## config.mk

```make
export PLATFORM = sky130hd
export DESIGN_NAME = axi_write_ctrl_flat
export DESIGN_NICKNAME = d
export VERILOG_FILES = /design/src/rtl/axi_write_ctrl_if.sv /design/src/rtl/axi_write_ctrl.sv /design/src/flat_wrapper.sv
export SDC_FILE = /design/constraint.sdc
export NUM_CORES = 1
export LEC_CHECK = 0
export BUFFER_PORTS_ARGS = -buffer_cell sky130_fd_sc_hd__clkbuf_2
export CORE_UTILIZATION = 40
export CTS_CLUSTER_SIZE = 8
export DETAILED_ROUTE_END_ITERATION = 6
export GPL_TIMING_DRIVEN = 0
export PLACE_DENSITY = 0.7
export SKIP_LAST_GASP = 1
export SLEW_MARGIN = 10
export SYNTH_ARGS = -nofsm -noshare
export SYNTH_HDL_FRONTEND = slang
export SYNTH_SLANG_ARGS = --single-unit
```

## constraint.sdc

```tcl
create_clock -name clk -period 1.9 [get_ports clk]
set_input_delay 0.19 -clock clk [delete_from_list [all_inputs] [get_ports clk]]
set_output_delay 0.19 -clock clk [all_outputs]
set_load 0.01 [all_outputs]
```

## src/rtl/axi_write_ctrl_if.sv

```systemverilog
// AXI4-Lite write channels (AW, W, B) plus the single-cycle register write
// request toward the lane-enable datapath and a debug view of the FSM state.
interface axi_write_ctrl_if #(
    parameter int ADDR_WIDTH = 8
);
    // Every channel handshake completes on a rising edge where valid and ready
    // are both high; valid never waits on ready, and ready here depends only
    // on the slot flags, never on valid.
    logic                  awvalid;
    logic                  awready;
    logic [ADDR_WIDTH-1:0] awaddr;
    logic                  wvalid;
    logic                  wready;
    logic [31:0]           wdata;
    logic [3:0]            wstrb;
    logic                  bvalid;
    logic                  bready;
    logic [1:0]            bresp;
    logic                  w_req;
    logic                  w_error;
    logic [1:0]            byte_offset;
    logic [ADDR_WIDTH-3:0] reg_idx;
    logic [31:0]           w_data;
    logic [3:0]            w_strb;
    logic [1:0]            dbg_state;

    modport master (
        output awvalid, awaddr, wvalid, wdata, wstrb, bready,
        input  awready, wready, bvalid, bresp,
        input  w_req, w_error, byte_offset, reg_idx, w_data, w_strb, dbg_state
    );

    modport slave (
        input  awvalid, awaddr, wvalid, wdata, wstrb, bready,
        output awready, wready, bvalid, bresp,
        output w_req, w_error, byte_offset, reg_idx, w_data, w_strb, dbg_state
    );
endinterface

```

## src/rtl/axi_write_ctrl.sv

```systemverilog
// AXI4-Lite write-channel controller: holds AW and W beats independently, then
// issues one single-cycle register write request and returns the B response.
module axi_write_ctrl #(
    parameter int ADDR_WIDTH = 8,
    parameter int NUM_REGS   = 16
) (
    input  logic                   clk,
    input  logic                   rst,
    axi_write_ctrl_if.slave        bus
);
    typedef enum logic [1:0] {
        IDLE  = 2'd0,
        WRITE = 2'd1,
        RESP  = 2'd2
    } state_t;

    // One bit wider than reg_idx so NUM_REGS == 2^(ADDR_WIDTH-2) still fits.
    localparam logic [ADDR_WIDTH-2:0] NUM_REGS_W = (ADDR_WIDTH-1)'(NUM_REGS);

    state_t                state_q;
    logic [ADDR_WIDTH-1:0] aw_addr_q;
    logic                  aw_full_q;
    logic [31:0]           w_data_q;
    logic [3:0]            w_strb_q;
    logic                  w_full_q;
    logic                  w_req_q;
    logic                  w_error_q;
    logic                  bvalid_q;
    logic [1:0]            bresp_q;

    logic                  aw_hs;
    logic                  w_hs;
    logic                  aw_full_d;
    logic                  w_full_d;
    logic [ADDR_WIDTH-1:0] aw_addr_d;
    logic                  w_error_d;

    assign aw_hs = bus.awvalid & ~aw_full_q;
    assign w_hs  = bus.wvalid  & ~w_full_q;

    // Slot contents as they will be after this edge's handshakes, so the FSM
    // can start the write on the same edge the second beat lands.
    always_comb begin
        aw_full_d = aw_full_q | aw_hs;
        w_full_d  = w_full_q  | w_hs;
        aw_addr_d = aw_hs ? bus.awaddr : aw_addr_q;
        w_error_d = {1'b0, aw_addr_d[ADDR_WIDTH-1:2]} >= NUM_REGS_W;
    end

    always_ff @(posedge clk or posedge rst) begin
        if (rst) begin
            state_q   <= IDLE;
            aw_addr_q <= '0;
            aw_full_q <= 1'b0;
            w_data_q  <= '0;
            w_strb_q  <= '0;
            w_full_q  <= 1'b0;
            w_req_q   <= 1'b0;
            w_error_q <= 1'b0;
            bvalid_q  <= 1'b0;
            bresp_q   <= 2'b00;
        end else begin
            if (aw_hs) begin
                aw_addr_q <= bus.awaddr;
                aw_full_q <= 1'b1;
            end
            if (w_hs) begin
                w_data_q <= bus.wdata;
                w_strb_q <= bus.wstrb;
                w_full_q <= 1'b1;
            end

            case (state_q)
                IDLE: begin
                    if (aw_full_d && w_full_d) begin
                        state_q   <= WRITE;
                        w_req_q   <= 1'b1;
                        w_error_q <= w_error_d;
                    end
                end
                WRITE: begin
                    state_q  <= RESP;
                    w_req_q  <= 1'b0;
                    bvalid_q <= 1'b1;
                    bresp_q  <= w_error_q ? 2'b10 : 2'b00;
                end
                RESP: begin
                    // Slots are released only here, so ready stays low until
                    // the cycle after the B handshake.
                    if (bus.bready) begin
                        state_q   <= IDLE;
                        bvalid_q  <= 1'b0;
                        aw_full_q <= 1'b0;
                        w_full_q  <= 1'b0;
                    end
                end
                default: begin
                    state_q  <= IDLE;
                    w_req_q  <= 1'b0;
                    bvalid_q <= 1'b0;
                end
            endcase
        end
    end

    assign bus.awready     = ~aw_full_q;
    assign bus.wready      = ~w_full_q;
    assign bus.bvalid      = bvalid_q;
    assign bus.bresp       = bresp_q;
    assign bus.w_req       = w_req_q;
    assign bus.w_error     = w_error_q;
    assign bus.byte_offset = aw_addr_q[1:0];
    assign bus.reg_idx     = aw_addr_q[ADDR_WIDTH-1:2];
    assign bus.w_data      = w_data_q;
    assign bus.w_strb      = w_strb_q;
    assign bus.dbg_state   = state_q;
endmodule

```

## src/flat_wrapper.sv

```systemverilog
// flat-port wrapper written by rule: the top's interface ports become plain ports
module axi_write_ctrl_flat 
#(
    parameter int ADDR_WIDTH = 8,
    parameter int NUM_REGS   = 16
)
  (clk, rst, bus_awvalid, bus_awaddr, bus_wvalid, bus_wdata, bus_wstrb, bus_bready, bus_awready, bus_wready, bus_bvalid, bus_bresp, bus_w_req, bus_w_error, bus_byte_offset, bus_reg_idx, bus_w_data, bus_w_strb, bus_dbg_state);
  axi_write_ctrl_if #(.ADDR_WIDTH(ADDR_WIDTH)) bus_i ();
  input  logic clk;
  input  logic rst;
  input wire logic [$bits(bus_i.awvalid)-1:0] bus_awvalid;
  input wire logic [$bits(bus_i.awaddr)-1:0] bus_awaddr;
  input wire logic [$bits(bus_i.wvalid)-1:0] bus_wvalid;
  input wire logic [$bits(bus_i.wdata)-1:0] bus_wdata;
  input wire logic [$bits(bus_i.wstrb)-1:0] bus_wstrb;
  input wire logic [$bits(bus_i.bready)-1:0] bus_bready;
  output wire logic [$bits(bus_i.awready)-1:0] bus_awready;
  output wire logic [$bits(bus_i.wready)-1:0] bus_wready;
  output wire logic [$bits(bus_i.bvalid)-1:0] bus_bvalid;
  output wire logic [$bits(bus_i.bresp)-1:0] bus_bresp;
  output wire logic [$bits(bus_i.w_req)-1:0] bus_w_req;
  output wire logic [$bits(bus_i.w_error)-1:0] bus_w_error;
  output wire logic [$bits(bus_i.byte_offset)-1:0] bus_byte_offset;
  output wire logic [$bits(bus_i.reg_idx)-1:0] bus_reg_idx;
  output wire logic [$bits(bus_i.w_data)-1:0] bus_w_data;
  output wire logic [$bits(bus_i.w_strb)-1:0] bus_w_strb;
  output wire logic [$bits(bus_i.dbg_state)-1:0] bus_dbg_state;
  assign bus_i.awvalid = bus_awvalid;
  assign bus_i.awaddr = bus_awaddr;
  assign bus_i.wvalid = bus_wvalid;
  assign bus_i.wdata = bus_wdata;
  assign bus_i.wstrb = bus_wstrb;
  assign bus_i.bready = bus_bready;
  assign bus_awready = bus_i.awready;
  assign bus_wready = bus_i.wready;
  assign bus_bvalid = bus_i.bvalid;
  assign bus_bresp = bus_i.bresp;
  assign bus_w_req = bus_i.w_req;
  assign bus_w_error = bus_i.w_error;
  assign bus_byte_offset = bus_i.byte_offset;
  assign bus_reg_idx = bus_i.reg_idx;
  assign bus_w_data = bus_i.w_data;
  assign bus_w_strb = bus_i.w_strb;
  assign bus_dbg_state = bus_i.dbg_state;
  axi_write_ctrl #(.ADDR_WIDTH(ADDR_WIDTH), .NUM_REGS(NUM_REGS)) u_core (.clk(clk), .rst(rst), .bus(bus_i));
endmodule
```

==> results.sh <==
export IMPL_grt_overflow=0
export IMPL_cts_buffers=5
export IMPL_ys_ff_latch=52
export IMPL_fmax_mhz=776
export IMPL_start_util_pct=41.8
export IMPL_first_pass_iters=4
export IMPL_pwr_share_comb_pct=42.4
export IMPL_clockRootBuffer="clkbuf_8"
export IMPL_fin_crit_sh_pct=67.8
export IMPL_cts_max_path_buffers=2
export IMPL_internal_power_mw=3.25
export IMPL_yosysSeqAreaShare_pct=60.6
export IMPL_synth_top_area_share_pct=60.6
export IMPL_leakagePower_nw=1.49
export IMPL_critPathLaunchType="register"
export IMPL_rr_endpoint="u_core.bus.w_data[21]$_DFFE_PP0P_"
export IMPL_grt_max_degree=37
export IMPL_avgSynthCellArea_um2=17.0
export IMPL_reg2reg_slack_ns=0.61
export IMPL_grt_pass1_wl_mm=5.89
export IMPL_track_usage_pct=14.5
export IMPL_drc=0
export IMPL_cts_hold_buf=1
export IMPL_synthSimpleGateAreaFrac_pct=3.50
export IMPL_required_ns=2.08
export IMPL_areaGrowthSynthToFinish_pct=34.0
export IMPL_synth_area_leaders="dfrtp_1, mux2_4, mux2_2"
export IMPL_p_seq_share_pct=41.9
export IMPL_ys_types=18
export IMPL_crit_type="reg2reg"
export IMPL_ant_nets=0
export IMPL_synth_top_family_by_area="multiplexers"
export IMPL_wirelength_mm=3.95
export IMPL_syn_inst=126
export IMPL_maxCapViolCount=0
export IMPL_power_density_nw_per_um2=1650
export IMPL_status="complete, no violations"
export IMPL_ios=102
export IMPL_path_max_fanout=10
export IMPL_n_antenna_cell=0
export IMPL_post_place_cells=297
export IMPL_gp_congestion=0.767
export IMPL_hold_viol=0
export IMPL_port_buffers=100
export IMPL_critPathArrivalTime_ns=1.47
export IMPL_synthAdderAreaFrac_pct=0
export IMPL_syn_area_um2=2150
export IMPL_dp_hpwl_mm=2.95
export IMPL_ir_worst_vdd_mv=0.726
export IMPL_setup_viol=0
export IMPL_async_flop_share_pct=100
export IMPL_viasPerCell=4.51
export IMPL_timing_rr_start="u_core.w_full_q$_DFF_PP0_"
export IMPL_rsz0062_at_grt="false"
export IMPL_fin_util_pct=56.0
export IMPL_htreeDepth=2
export IMPL_clkSinkCount=52
export IMPL_synthXorXnorAreaFrac_pct=0
export IMPL_post_cts_setup_buffer_count=0
export IMPL_final_cells=306
export IMPL_syn_nets=175
export IMPL_clk_pin_slew_ns=0.10
export IMPL_cts_resized=0
export IMPL_swShare_pct=31.6
export IMPL_hold_depth=2
export IMPL_hold_path_class="in2reg"
export IMPL_drive_above_1_share_pct=69.5
export IMPL_num_vias=1380
export IMPL_finalPower_mw=4.76
export IMPL_yosysWarnings=0
export IMPL_core_area_um2=5140
export IMPL_nets=284
export IMPL_die_w_um=75.3
export IMPL_synth_edf_count=0
export IMPL_switchingPower_mw=1.50
export IMPL_drt_iter0_markers=30
export IMPL_setup_worst_path_end_class="register"
export IMPL_min_delay_start="bus_bready"
export IMPL_synth_ff_type="dfrtp_1"
export IMPL_die_h_um=75.3
export IMPL_holdPathEnd="u_core.bus.dbg_state[1]$_DFFE_PP0P_"
export IMPL_synth_area_mux_share_pct=29.8
export IMPL_finClkSkew_ns=0.0102
export IMPL_clk_latency_ns=0.30
export IMPL_cts_tree="yes"
export IMPL_power_frac_clock_pct=15.7
export IMPL_layout_min_cycle_time_ns=1.29
export IMPL_synth_compound_area_share_pct=1.17
export IMPL_synth_area_leader_cell="dfrtp_1"
export IMPL_rows=26
export IMPL_antenna_found_initial=0
export IMPL_grt_pass1_vias=1298
export IMPL_ff2ff_path_depth=4
export IMPL_slew_violations=0
export IMPL_wl_per_cell_um=12.9
export IMPL_dieArea_um2=5660
==> metrics by stage <==
step                      hold slack (ns)  setup slack [ns]  cell area, um2  TNS (ns)
after floorplan                     0.297             0.452            2150         0
after global placement              0.406            -0.201            2740    -10.39
after detailed placement            0.170             0.619            2760         0
after CTS                          0.0869             0.592            2880         0
after global routing               0.0955             0.535            2880         0
final                               0.100             0.612            2880         0
==> synth_stat cells (all sizes together) (2+ instances only) <==
library cell / n
inv: 4
nor2: 6
buf: 6
nand2b: 2
dfrtp: 52
o21ai: 2
mux2: 46
==> layout by cell type, fill, tap and decap left out, types with 2 or more instances in the layout <==
cell      instances
clkbuf_8          5
nor2_1            6
dfrtp_1          52
nand2b_1          2
buf_12            4
mux2_2           16
o21ai_0           2
clkbuf_2        100
inv_1             3
buf_4             2
mux2_4           30
==> metal layers <==
layer | part of all wire, % | vias to the layer above | global-route usage [%] | routed length, um
li1 | - | 644 | - | -
met5 | 0 | - | 0 | 0
met1 | 41 | 690 | 17.2 | 1630
met4 | 1.8 | 0 | 7.82 | 70
met3 | 4.2 | 5 | 3.88 | 166
met2 | 53 | 41 | 23.9 | 2080
==> flip-flops by register name (all words and copies together), names as in the netlist, named ones only <==
signal / count
u_core.aw_addr_q: 4
u_core.aw_full_q: 1
u_core.bus.bresp: 1
u_core.bus.bvalid: 1
u_core.bus.dbg_state: 2
u_core.bus.w_data: 32
u_core.bus.w_error: 1
u_core.bus.w_req: 1
u_core.bus.w_strb: 4
u_core.w_full_q: 1
==> worst max-delay path by stage <==
stage | startpoint | to | slack (ns)
after floorplan | rst | async pin | 0.45
after global placement | rst | u_core.bus.w_data[19]$_DFFE_PP0P_ | -0.20
after detailed placement | u_core.w_full_q$_DFF_PP0_ | u_core.bus.w_data[12]$_DFFE_PP0P_ | 0.62
after CTS | u_core.w_full_q$_DFF_PP0_ | u_core.bus.w_data[21]$_DFFE_PP0P_ | 0.59
after global routing | u_core.bus.dbg_state[1]$_DFFE_PP0P_ | u_core.bus.w_error$_DFFE_PP0P_ | 0.53
final | u_core.w_full_q$_DFF_PP0_ | u_core.bus.w_data[21]$_DFFE_PP0P_ | 0.61
==> cells by family after synthesis <==
kind of cell    Yosys count
flops                    52
compound gates            4
buf+inv                  10
mux                      47
other cells               1
simple gates             12
==> power by group through the flow <==
stage	Combinational, mW	Sequential, mW	Clock (mW)
finish	2.02	1.99	0.744
global route	2.19	2.07	0.828
CTS	2.06	2.00	0.782
detailed placement	2.05	2.01	0
global placement	2.02	1.99	0
floorplan	1.04	2.25	0
==> critical path, stage by stage, from the launching register on <==
cell and delay, ns:
dfrtp_1 0.41, nor2b_2 0.12, buf_6 0.17, buf_12 0.16, mux2_4 0.30
==> area by class of cell <==
type | count | area [um2]
multi-input cells | 64 | 744
clock buffers | 5 | 68.8
inverters | 4 | 15.0
fillers | 451 | 2260
clock inverters | 3 | 42.5
repair buffers | 102 | 531
well taps | 70 | 87.6
plain buffers | 6 | 86.3
flip-flops and latches | 52 | 1300
Power figures use the tool's default switching activity.
